**config.mk**
```make
export PLATFORM = sky130hd
export DESIGN_NAME = acc_ctrl
export DESIGN_NICKNAME = d
export VERILOG_FILES = /design/src/rtl/acc_pkg.sv /design/src/rtl/acc_ctrl_cnt.sv /design/src/rtl/acc_ctrl.sv
export SDC_FILE = /design/constraint.sdc
export NUM_CORES = 1
export LEC_CHECK = 0
export CAP_MARGIN = 20
export CORE_ASPECT_RATIO = 1.4
export CORE_MARGIN = 10
export CORE_UTILIZATION = 50
export CTS_BUF_LIST = sky130_fd_sc_hd__clkbuf_4 sky130_fd_sc_hd__clkbuf_8 sky130_fd_sc_hd__clkbuf_16
export DETAILED_ROUTE_END_ITERATION = 12
export GPL_TIMING_DRIVEN = 0
export HOLD_SLACK_MARGIN = 0.08
export PLACE_DENSITY = 0.75
export SLEW_MARGIN = 25
export SYNTH_ARGS = -nofsm -noshare
export SYNTH_HDL_FRONTEND = slang
export SYNTH_SLANG_ARGS = --single-unit
```
**constraint.sdc**
```tcl
create_clock -name clk -period 7.8 [get_ports clk]
set_clock_uncertainty 0.15 [all_clocks]
set_input_delay 0.78 -clock clk [delete_from_list [all_inputs] [get_ports clk]]
set_output_delay 0.78 -clock clk [all_outputs]
set_load 0.02 [all_outputs]
```
**src/rtl/acc_pkg.sv**
```systemverilog
// Shared types and helpers for the accumulation sequencer (acc_ctrl).
package acc_pkg;

  typedef enum logic {
    IDLE = 1'b0,
    RUN  = 1'b1
  } state_e;

  // Frames-per-accumulation value substituted when acc_len is 0.
  localparam int unsigned ACC_LEN_ZERO_MAP = 1;

  function automatic int unsigned chan_w(input int unsigned n);
    return (n <= 1) ? 1 : $clog2(n);
  endfunction

endpackage

```
**src/rtl/acc_ctrl_cnt.sv**
```systemverilog
// Wrapping counter. cnt is the index of the word being processed this cycle
// (forced to 0 by clr); tc flags that this word carries the last index.
module acc_ctrl_cnt #(
  parameter int unsigned W = 1
) (
  input  logic         clk,
  input  logic         rst_n,
  input  logic         en,
  input  logic         clr,
  input  logic [W-1:0] last,
  output logic [W-1:0] cnt,
  output logic         tc
);

  logic [W-1:0] cnt_q, cnt_d;

  assign cnt = clr ? '0 : cnt_q;
  assign tc  = (cnt == last);

  always_comb begin
    cnt_d = cnt_q;
    if (en) begin
      cnt_d = tc ? '0 : cnt + W'(1);
    end else if (clr) begin
      cnt_d = '0;
    end
  end

  always_ff @(posedge clk or negedge rst_n) begin
    if (!rst_n) begin
      cnt_q <= '0;
    end else begin
      cnt_q <= cnt_d;
    end
  end

endmodule

```
**src/rtl/acc_ctrl.sv**
```systemverilog
// Sequencer feeding the band DoA accumulators: counts channels/frames and emits
// registered din/valid/acc_done/chan_idx/dump_en. Option: ACC_CTRL_SKIP_FIRST_EN.
module acc_ctrl
  import acc_pkg::*;
#(
  parameter int unsigned DIN_WIDTH     = 16,
  parameter int unsigned VEC_LEN       = 64,
  parameter int unsigned ACC_LEN_WIDTH = 16
) (
  input  logic                              clk,
  input  logic                              rst_n,
  input  logic                              sync_in,
  input  logic signed [DIN_WIDTH-1:0]       din,
  input  logic                              din_valid,
  input  logic [ACC_LEN_WIDTH-1:0]          acc_len,
  output logic signed [DIN_WIDTH-1:0]       dout,
  output logic                              dout_valid,
  output logic                              acc_done,
  output logic [chan_w(VEC_LEN)-1:0]        chan_idx,
  output logic                              dump_en,
  output logic                              armed
);

  localparam int unsigned CW = chan_w(VEC_LEN);
  localparam int unsigned AW = ACC_LEN_WIDTH;
  localparam logic [CW-1:0] CHAN_LAST = CW'(VEC_LEN - 1);

  state_e state_q, state_d;

  logic          start, active, load;
  logic [CW-1:0] chan_cur;
  logic          chan_tc;
  logic [AW-1:0] frame_cur, frame_last, len_eff, len_r_q, len_r_d;
  logic          frame_tc;

  logic signed [DIN_WIDTH-1:0] dout_q, dout_d;
  logic          dout_valid_q, dout_valid_d;
  logic          acc_done_q, acc_done_d;
  logic [CW-1:0] chan_idx_q, chan_idx_d;
  logic          dump_en_q, dump_en_d;

`ifdef ACC_CTRL_SKIP_FIRST_EN
  logic skip_q, skip_d, skip_cur;
  logic bound_q, bound_d;
`endif

  always_comb begin
    start   = sync_in & din_valid;
    active  = din_valid & ((state_q == RUN) | sync_in);
    len_eff = (acc_len == '0) ? AW'(ACC_LEN_ZERO_MAP) : acc_len;
  end

  // The frame modulus must already be the new length on the word that loads it,
  // otherwise a 1-frame accumulation would run with the stale length.
  always_comb begin
    load       = start | (active & (chan_cur == '0) & (frame_cur == '0));
    len_r_d    = load ? len_eff : len_r_q;
    frame_last = len_r_d - AW'(1);
  end

  acc_ctrl_cnt #(.W(CW)) u_chan_cnt (
    .clk   (clk),
    .rst_n (rst_n),
    .en    (active),
    .clr   (start),
    .last  (CHAN_LAST),
    .cnt   (chan_cur),
    .tc    (chan_tc)
  );

  acc_ctrl_cnt #(.W(AW)) u_frame_cnt (
    .clk   (clk),
    .rst_n (rst_n),
    .en    (active & chan_tc),
    .clr   (start),
    .last  (frame_last),
    .cnt   (frame_cur),
    .tc    (frame_tc)
  );

  always_comb begin
    state_d      = state_q;
    if (start) begin
      state_d = RUN;
    end
    dout_d       = din;
    dout_valid_d = active;
    acc_done_d   = active & (frame_cur == '0);
    chan_idx_d   = active ? chan_cur : chan_idx_q;
`ifdef ACC_CTRL_SKIP_FIRST_EN
    // bound_q: the next word would start an accumulation on its own.
    skip_cur  = start ? ((state_q == IDLE) | ~bound_q) : skip_q;
    dump_en_d = acc_done_d & ~skip_cur;
    skip_d    = active ? (skip_cur & ~chan_tc) : skip_q;
    bound_d   = active ? (chan_tc & frame_tc) : bound_q;
`else
    dump_en_d = acc_done_d;
`endif
  end

  always_ff @(posedge clk or negedge rst_n) begin
    if (!rst_n) begin
      state_q      <= IDLE;
      len_r_q      <= '0;
      dout_q       <= '0;
      dout_valid_q <= 1'b0;
      acc_done_q   <= 1'b0;
      chan_idx_q   <= '0;
      dump_en_q    <= 1'b0;
    end else begin
      state_q      <= state_d;
      len_r_q      <= len_r_d;
      dout_q       <= dout_d;
      dout_valid_q <= dout_valid_d;
      acc_done_q   <= acc_done_d;
      chan_idx_q   <= chan_idx_d;
      dump_en_q    <= dump_en_d;
    end
  end

`ifdef ACC_CTRL_SKIP_FIRST_EN
  always_ff @(posedge clk or negedge rst_n) begin
    if (!rst_n) begin
      skip_q  <= 1'b0;
      bound_q <= 1'b0;
    end else begin
      skip_q  <= skip_d;
      bound_q <= bound_d;
    end
  end
`endif

  assign dout       = dout_q;
  assign dout_valid = dout_valid_q;
  assign acc_done   = acc_done_q;
  assign chan_idx   = chan_idx_q;
  assign dump_en    = dump_en_q;
  assign armed      = (state_q == RUN);

endmodule

```
==> out/metrics.cfg, run 1 <==
[layout]
n_fill_cell=670
drive_gt1_share_pct=12.19
area_delta_synth_final_pct=24.63
layout_commonest_cell=nand2_1
final_cell_mix=76 x nand2_1, 63 x dfrtp_1, 60 x clkdlybuf4s50_1
diodes=0
utilization_pct=63.44
final_nets=553
seq_area_um2=1577
multiInputGateArea_um2=2155

[critical_path]
reg2reg_to=u_frame_cnt.cnt_q[11]
cp_common_cell=clkbuf_1
ff2ff_path_depth=17
start_kind=input port
rrSetupSlack_ns=3.02
r2r-start=u_frame_cnt.cnt_q[11]
worstPathMaxFanout=10
crit_slowest_cell=clkdlybuf4s50_1
path_buf_inv=7
crit_path_cell_trace=clkdlybuf4s50_1 -> nand2_1 -> clkbuf_1 -> clkbuf_1 -> nand2_1 -> ha_1 -> o2111a_2 -> a21oi_2 -> buf_4 -> buf_2 -> nor2_1 -> a21oi_1 -> ha_1 -> clkbuf_1 -> nand3_1 -> or3_1 -> mux2i_1 -> xnor2_1 -> and4_1 -> o2111ai_2 -> nor4_4 -> buf_6 -> nor3_2
critPathMaxStageDelay_ns=0.52
worstPathArrival_ns=6.64
crit_required_ns=7.85
cp_top_family=buffers and inverters
cp-end-kind=flip-flop
crit_type=in2reg

[placement]
pre_cts_ws_ns=0.9578
io_buffer_count=61
hpwl_mm=8.664
gp_congestion=0.9625

[cts]
cts.hold.buffers_added=0
clk_latency_ns=0.34
cts-root-buf=clkbuf_8
cts_setup_buffers=0
cts_tree=built
clockBufferDepth=2
numClockSinks=63
cts_made_buffers=9
path_clk_slew_ns=0.07
cts_resized=0
htree_num_levels=3

[detailed_routing]
drc=0
drt_iter0_drc=238
ant_nets=0
wl_per_cell_um=18.65
vias_per_cell=5.890
drtPass1Iterations=4
totalWireLength_mm=11.51
vias=3634

[floorplan]
die_y_um=124.4
initial_core_util_pct=50.90
row_count=38
top_level_ports=62
fp.coreArea_um2=7655
die_w_um=94.61
die_area_um2=11770

[grt]
grt_max_degree=50
gr-total-overflow=0
grt_pass1_wl_mm=18.46
grt_pass1_vias=3781
grt_use_total_pct=19.58
antenna_found_initial=0

[timing]
finalCritPeriodShare_pct=84.49
fin_crit_ns=6.590
hold_violations=0
rsz0062_at_grt=no
setup_viol=0
setup_ws_ns=1.210
slew_violations=0
worstMarginPinSlew_ns=0.7302
finalSetupTns_ns=0
holdWs_ns=0.1517
fmax_ghz=0.1517
max-slew-margin-rel_pct=50.06

[yosys]
synth-edff-count=0
ys_seq_elements=63
synth_warnings=0
synth-async-reset-ratio_pct=100.0
synth_nets=480
ys_types=70
avgSynthCellArea_um2=8.875
syn_area_um2=3896
yosysSeqAreaShare_pct=40.46
synthFlopType=dfrtp_1
syn_inst=439

[power]
p_comb_share_pct=33.4
p_per_area_nw_per_um2=218.8
swShare_pct=36.61
p_clk_share_pct=25.9
power_leakage_nw=1.978
ir_worst_vdd_v=0.0001569
seq_power_share_pct=40.7
finalPower_mw=1.063
switching_power_mw=0.3891
p_int_mw=0.6736

[min_path]
holdCritPathClass=in2async

[job]
cap_violations=0

[outcome]
status=finished clean

[power by group through the flow]
stage / Sequential [mW] / Clock [mW] / Combinational (mW)
global placement: 0.435 / 0 / 0.341
CTS: 0.431 / 0.281 / 0.354
global route: 0.439 / 0.295 / 0.388
finish: 0.433 / 0.275 / 0.355
floorplan: 0.431 / 0 / 0.229
detailed placement: 0.437 / 0 / 0.350
[cells in the mapped netlist, types with 6 or more instances]
master / instances / share of area, %
xnor2_1: 12 / 2.7
nor3b_1: 6 / 1.2
dfrtp_1: 63 / 40
buf_4: 6 / 1.2
clkbuf_1: 8 / 0.77
nor3_2: 10 / 2.6
o21ai_0: 17 / 2.2
nor2_1: 36 / 3.5
or3_1: 7 / 1.1
inv_1: 16 / 1.5
mux2i_1: 6 / 1.5
xor2_1: 10 / 2.2
nand4_1: 10 / 1.6
nand2_1: 76 / 7.3
nor3_1: 17 / 2.2
nand3_1: 18 / 2.3
a21oi_1: 19 / 2.4
[kinds of logic (layout without fill, tap and decap cells)]
group           count (synthesis)  in the layout  share of synthesized area (%)
mux                            10             10                          2.697
flops                          63             63                          40.46
simple gates                  218            218                          30.22
xor+xnor                       22             22                          4.945
compound gates                 84             84                          15.67
buf+inv                        37            115                          4.399
fa+ha+maj                       5              5                          1.606
[sequential cells by signal, summed over array words and instances (netlist names)]
name	count
acc_done	1
armed	1
chan_idx	6
dout	16
dout_valid	1
len_r_q	16
u_chan_cnt.cnt_q	6
u_frame_cnt.cnt_q	16
[per-stage QoR]
stage	cells	area (um2)
after floorplan	439	3896
after global placement	600	4632
after detailed placement	601	4657
after CTS	617	4850
after global routing	617	4856
final	617	4856
[area by class of cell]
cell class                      count  share of cell area (%)
Clock buffer                       10                   2.705
Clock inverter                      6                   1.263
Inverter                           16                   1.237
Tap cell                          100                   2.577
Timing Repair Buffer               62                   13.09
Multi-Input combinational cell    339                   44.37
Sequential cell                    63                   32.47
Buffer                             21                   2.293
[metal layers]
layer,global-route usage (%),vias to the layer above,wire length [um]
li1,-,1717,-
met1,20.57,1756,4331
met2,33.51,129,5937
met3,5.489,32,770
met4,11.22,0,471
met5,0,-,0
[worst max path at each step]
stage | start | end | slack, ns | depth (start not counted)
global placement | sync_in | u_frame_cnt.cnt_q[10] | 1.01 | 23
detailed placement | sync_in | u_frame_cnt.cnt_q[11] | 0.96 | 23
finish | sync_in | u_frame_cnt.cnt_q[11] | 1.21 | 23
CTS | sync_in | u_frame_cnt.cnt_q[9] | 1.29 | 23
floorplan | sync_in | u_frame_cnt.cnt_q[10] | 2.72 | 22
global route | sync_in | u_frame_cnt.cnt_q[9] | 0.88 | 23
(Power assumes the default switching activity.)
==> run 2, diff against run 1 <==
- CORE_UTILIZATION: 50 -> 49
- PLACE_DENSITY: 0.75 -> 0.77
- clock period: 7.8 -> 6 ns (I/O delays scaled with it)
==> run 2 against run 1 <==
Compared with the run above:
- wire length is 1.9% lower
- combinational power up 30%
- hold slack better by 0.23 ns
- setup slack lost 0.80 ns
- cell count is the same
- sequential share of layout area shrank 0.17 points
- count of clock-buffer cells in the layout is 1 higher
- design area is 0.54% higher
- first-iteration DRC count up 2.9%
- critical path depth down 2
- global-route usage decreased by 0.67 points
- die area increased by 1.7%
- critical path type unchanged
- largest power group unchanged
==> out/metrics.cfg, run 2 (synthesis gave the netlist of run 1 again) <==
[outcome]
status=finished clean

[min_path]
min_from=chan_idx[1]
holdCritPathClass=reg2reg

[timing]
setup_ws_ns=0.4089  ; -0.8009 ns
max-slew-margin-rel_pct=49.67  ; -0.39 points
fmax_ghz=0.1789
hold_violations=0  ; unchanged
worstMarginPinSlew_ns=0.7359  ; +0.005712 ns
finalCritPeriodShare_pct=93.18
setup_viol=0  ; unchanged
fin_crit_ns=5.591
slew_violations=0  ; unchanged
rsz0062_at_grt=no
finalSetupTns_ns=0  ; unchanged

[placement]
hpwl_mm=8.433  ; -2.7%
pre_cts_ws_ns=-0.5921  ; -1.550 ns
gp_congestion=0.9303  ; -3.3%
io_buffer_count=61  ; unchanged

[power]
p_per_area_nw_per_um2=287.4  ; +31%
p_clk_share_pct=27.0  ; +1.1 points
p_comb_share_pct=33.0  ; -0.4 points
seq_power_share_pct=40.1  ; -0.6 points
swShare_pct=36.59  ; about the same
ir_worst_vdd_v=0.0001838  ; +17%
switching_power_mw=0.5135  ; +32%
p_int_mw=0.8898  ; +32%
power_leakage_nw=1.996  ; +0.92%

[critical_path]
crit_start=sync_in
worstPathMaxFanout=19  ; +9
crit_type=in2reg
worstPathArrival_ns=5.64  ; -1.00 ns
start_kind=input port
r2r-start=u_frame_cnt.cnt_q[11]
crit_required_ns=6.05  ; -1.80 ns
cp-end-kind=flip-flop

[cts]
clockBufferDepth=2  ; unchanged
cts_tree=built
numClockSinks=63  ; unchanged
htree_num_levels=3  ; unchanged
cts_made_buffers=9  ; unchanged
clk_latency_ns=0.35  ; about the same
cts-root-buf=clkbuf_8
path_clk_slew_ns=0.07  ; about the same

[layout]
drive_gt1_share_pct=12.77  ; +0.58 points
final_cell_mix=75 x nand2_1, 63 x dfrtp_1, 60 x clkdlybuf4s50_1
final_nets=553  ; unchanged
layout_commonest_cell=nand2_1
diodes=0  ; unchanged
area_delta_synth_final_pct=25.31

[grt]
grt_pass1_wl_mm=18.11  ; -1.9%
grt_pass1_vias=3613  ; -4.4%
grt_max_degree=50  ; unchanged
antenna_found_initial=0  ; unchanged
grt_use_total_pct=18.91  ; -0.67 points
gr-total-overflow=0  ; unchanged

[floorplan]
die_w_um=95.37  ; +0.80%
initial_core_util_pct=50.27  ; -0.62 points
row_count=38  ; unchanged
die_y_um=125.5  ; +0.86%
fp.coreArea_um2=7750  ; +1.2%
top_level_ports=62  ; unchanged
die_area_um2=11970  ; +1.7%

[detailed_routing]
totalWireLength_mm=11.29  ; -1.9%
wl_per_cell_um=18.30  ; -1.9%
vias_per_cell=5.956  ; +1.1%
drtPass1Iterations=5  ; +1
drt_iter0_drc=245  ; +2.9%
ant_nets=0  ; unchanged
vias=3675  ; +1.1%
drc=0  ; unchanged

[job]
cap_violations=0  ; unchanged

[run 2: changes by cell type in the layout (fill, tap and decap cells not counted), sizes merged]
cell and change:
buf +1, clkbuf -1, clkinvlp -1, dlygate4sd3 +1
[run 2: path summary, 6_finish.rpt]
path	endpoint	slack, ns	cells after the start
max	u_frame_cnt.cnt_q[10]	0.41	21
min	chan_idx[1]	0.38	2
max reg2reg	u_frame_cnt.cnt_q[10]	1.17	16
min reg2reg	chan_idx[1]	0.38	2
max in group asynchronous	dout[10]	4.70	3
min in group asynchronous	dout[5]	0.50	2
[run 2: power groups by stage]
stage	Clock [mW]	Sequential (mW)	Combinational (mW)
finish	0.378	0.562	0.463
global route	0.400	0.571	0.505
CTS	0.385	0.561	0.461
detailed placement	0	0.570	0.458
global placement	0	0.567	0.449
floorplan	0	0.560	0.297
[run 2: through the flow]
stage          hold WS (ns)  util [%]  total power, mW  area, um2  instances
2_1_floorplan        0.1544         -           0.8571       3896        439
3_3_place_gp         0.3668     59.77            1.016       4632        600
3_5_place_dp         0.3249     60.09            1.028       4657        601
4_1_cts              0.3817     62.80            1.407       4867        617
5_1_grt              0.3964     63.00            1.475       4882        617
6_report             0.3799     63.00            1.403       4882        617
[run 2: what timing repair did]
action	in CTS	in global routing
hold buffers	1	0
endpoints found under the setup margin	15	16
setup buffers	0	1
pin swaps	0	1
endpoints found under the hold margin	14	0
gates resized for setup	1	3
[run 2: per-layer routing]
metal	track usage (%)	routed length, um
met1	21.95	4592
met2	31.19	5603
met3	3.892	712
met4	10.51	380
met5	0	0
[run 2: worst max-delay path: stages]
cell             delay, ns
clkdlybuf4s50_1       0.53
nand2_2               0.27
clkbuf_4              0.34
nand2_1               0.15
ha_1                  0.26
o2111a_2              0.22
a21oi_2               0.19
buf_4                 0.22
buf_2                 0.24
nor2_1                0.06
a21oi_1               0.17
ha_1                  0.38
nand3_1               0.14
or3_1                 0.34
mux2i_1               0.18
xnor2_1               0.16
and4_1                0.23
o2111ai_2             0.22
nor4_4                0.45
buf_6                 0.22
nor3_2                0.06
[run 2: cell type report]
type	count	area (um2)
clock buffers	11	145.1
well taps	100	125.1
repair buffers	64	653.1
flip-flops and latches	63	1577
clock inverters	5	57.56
inverters	16	60.06
multi-input cells	339	2157
fillers	680	2868
plain buffers	19	107.6
==> run 3, diff against run 2 <==
- CTS_CLUSTER_SIZE: not set -> 16
==> results of run 3 <==
Final layout, timing and power as in run 2 (identical DEF).
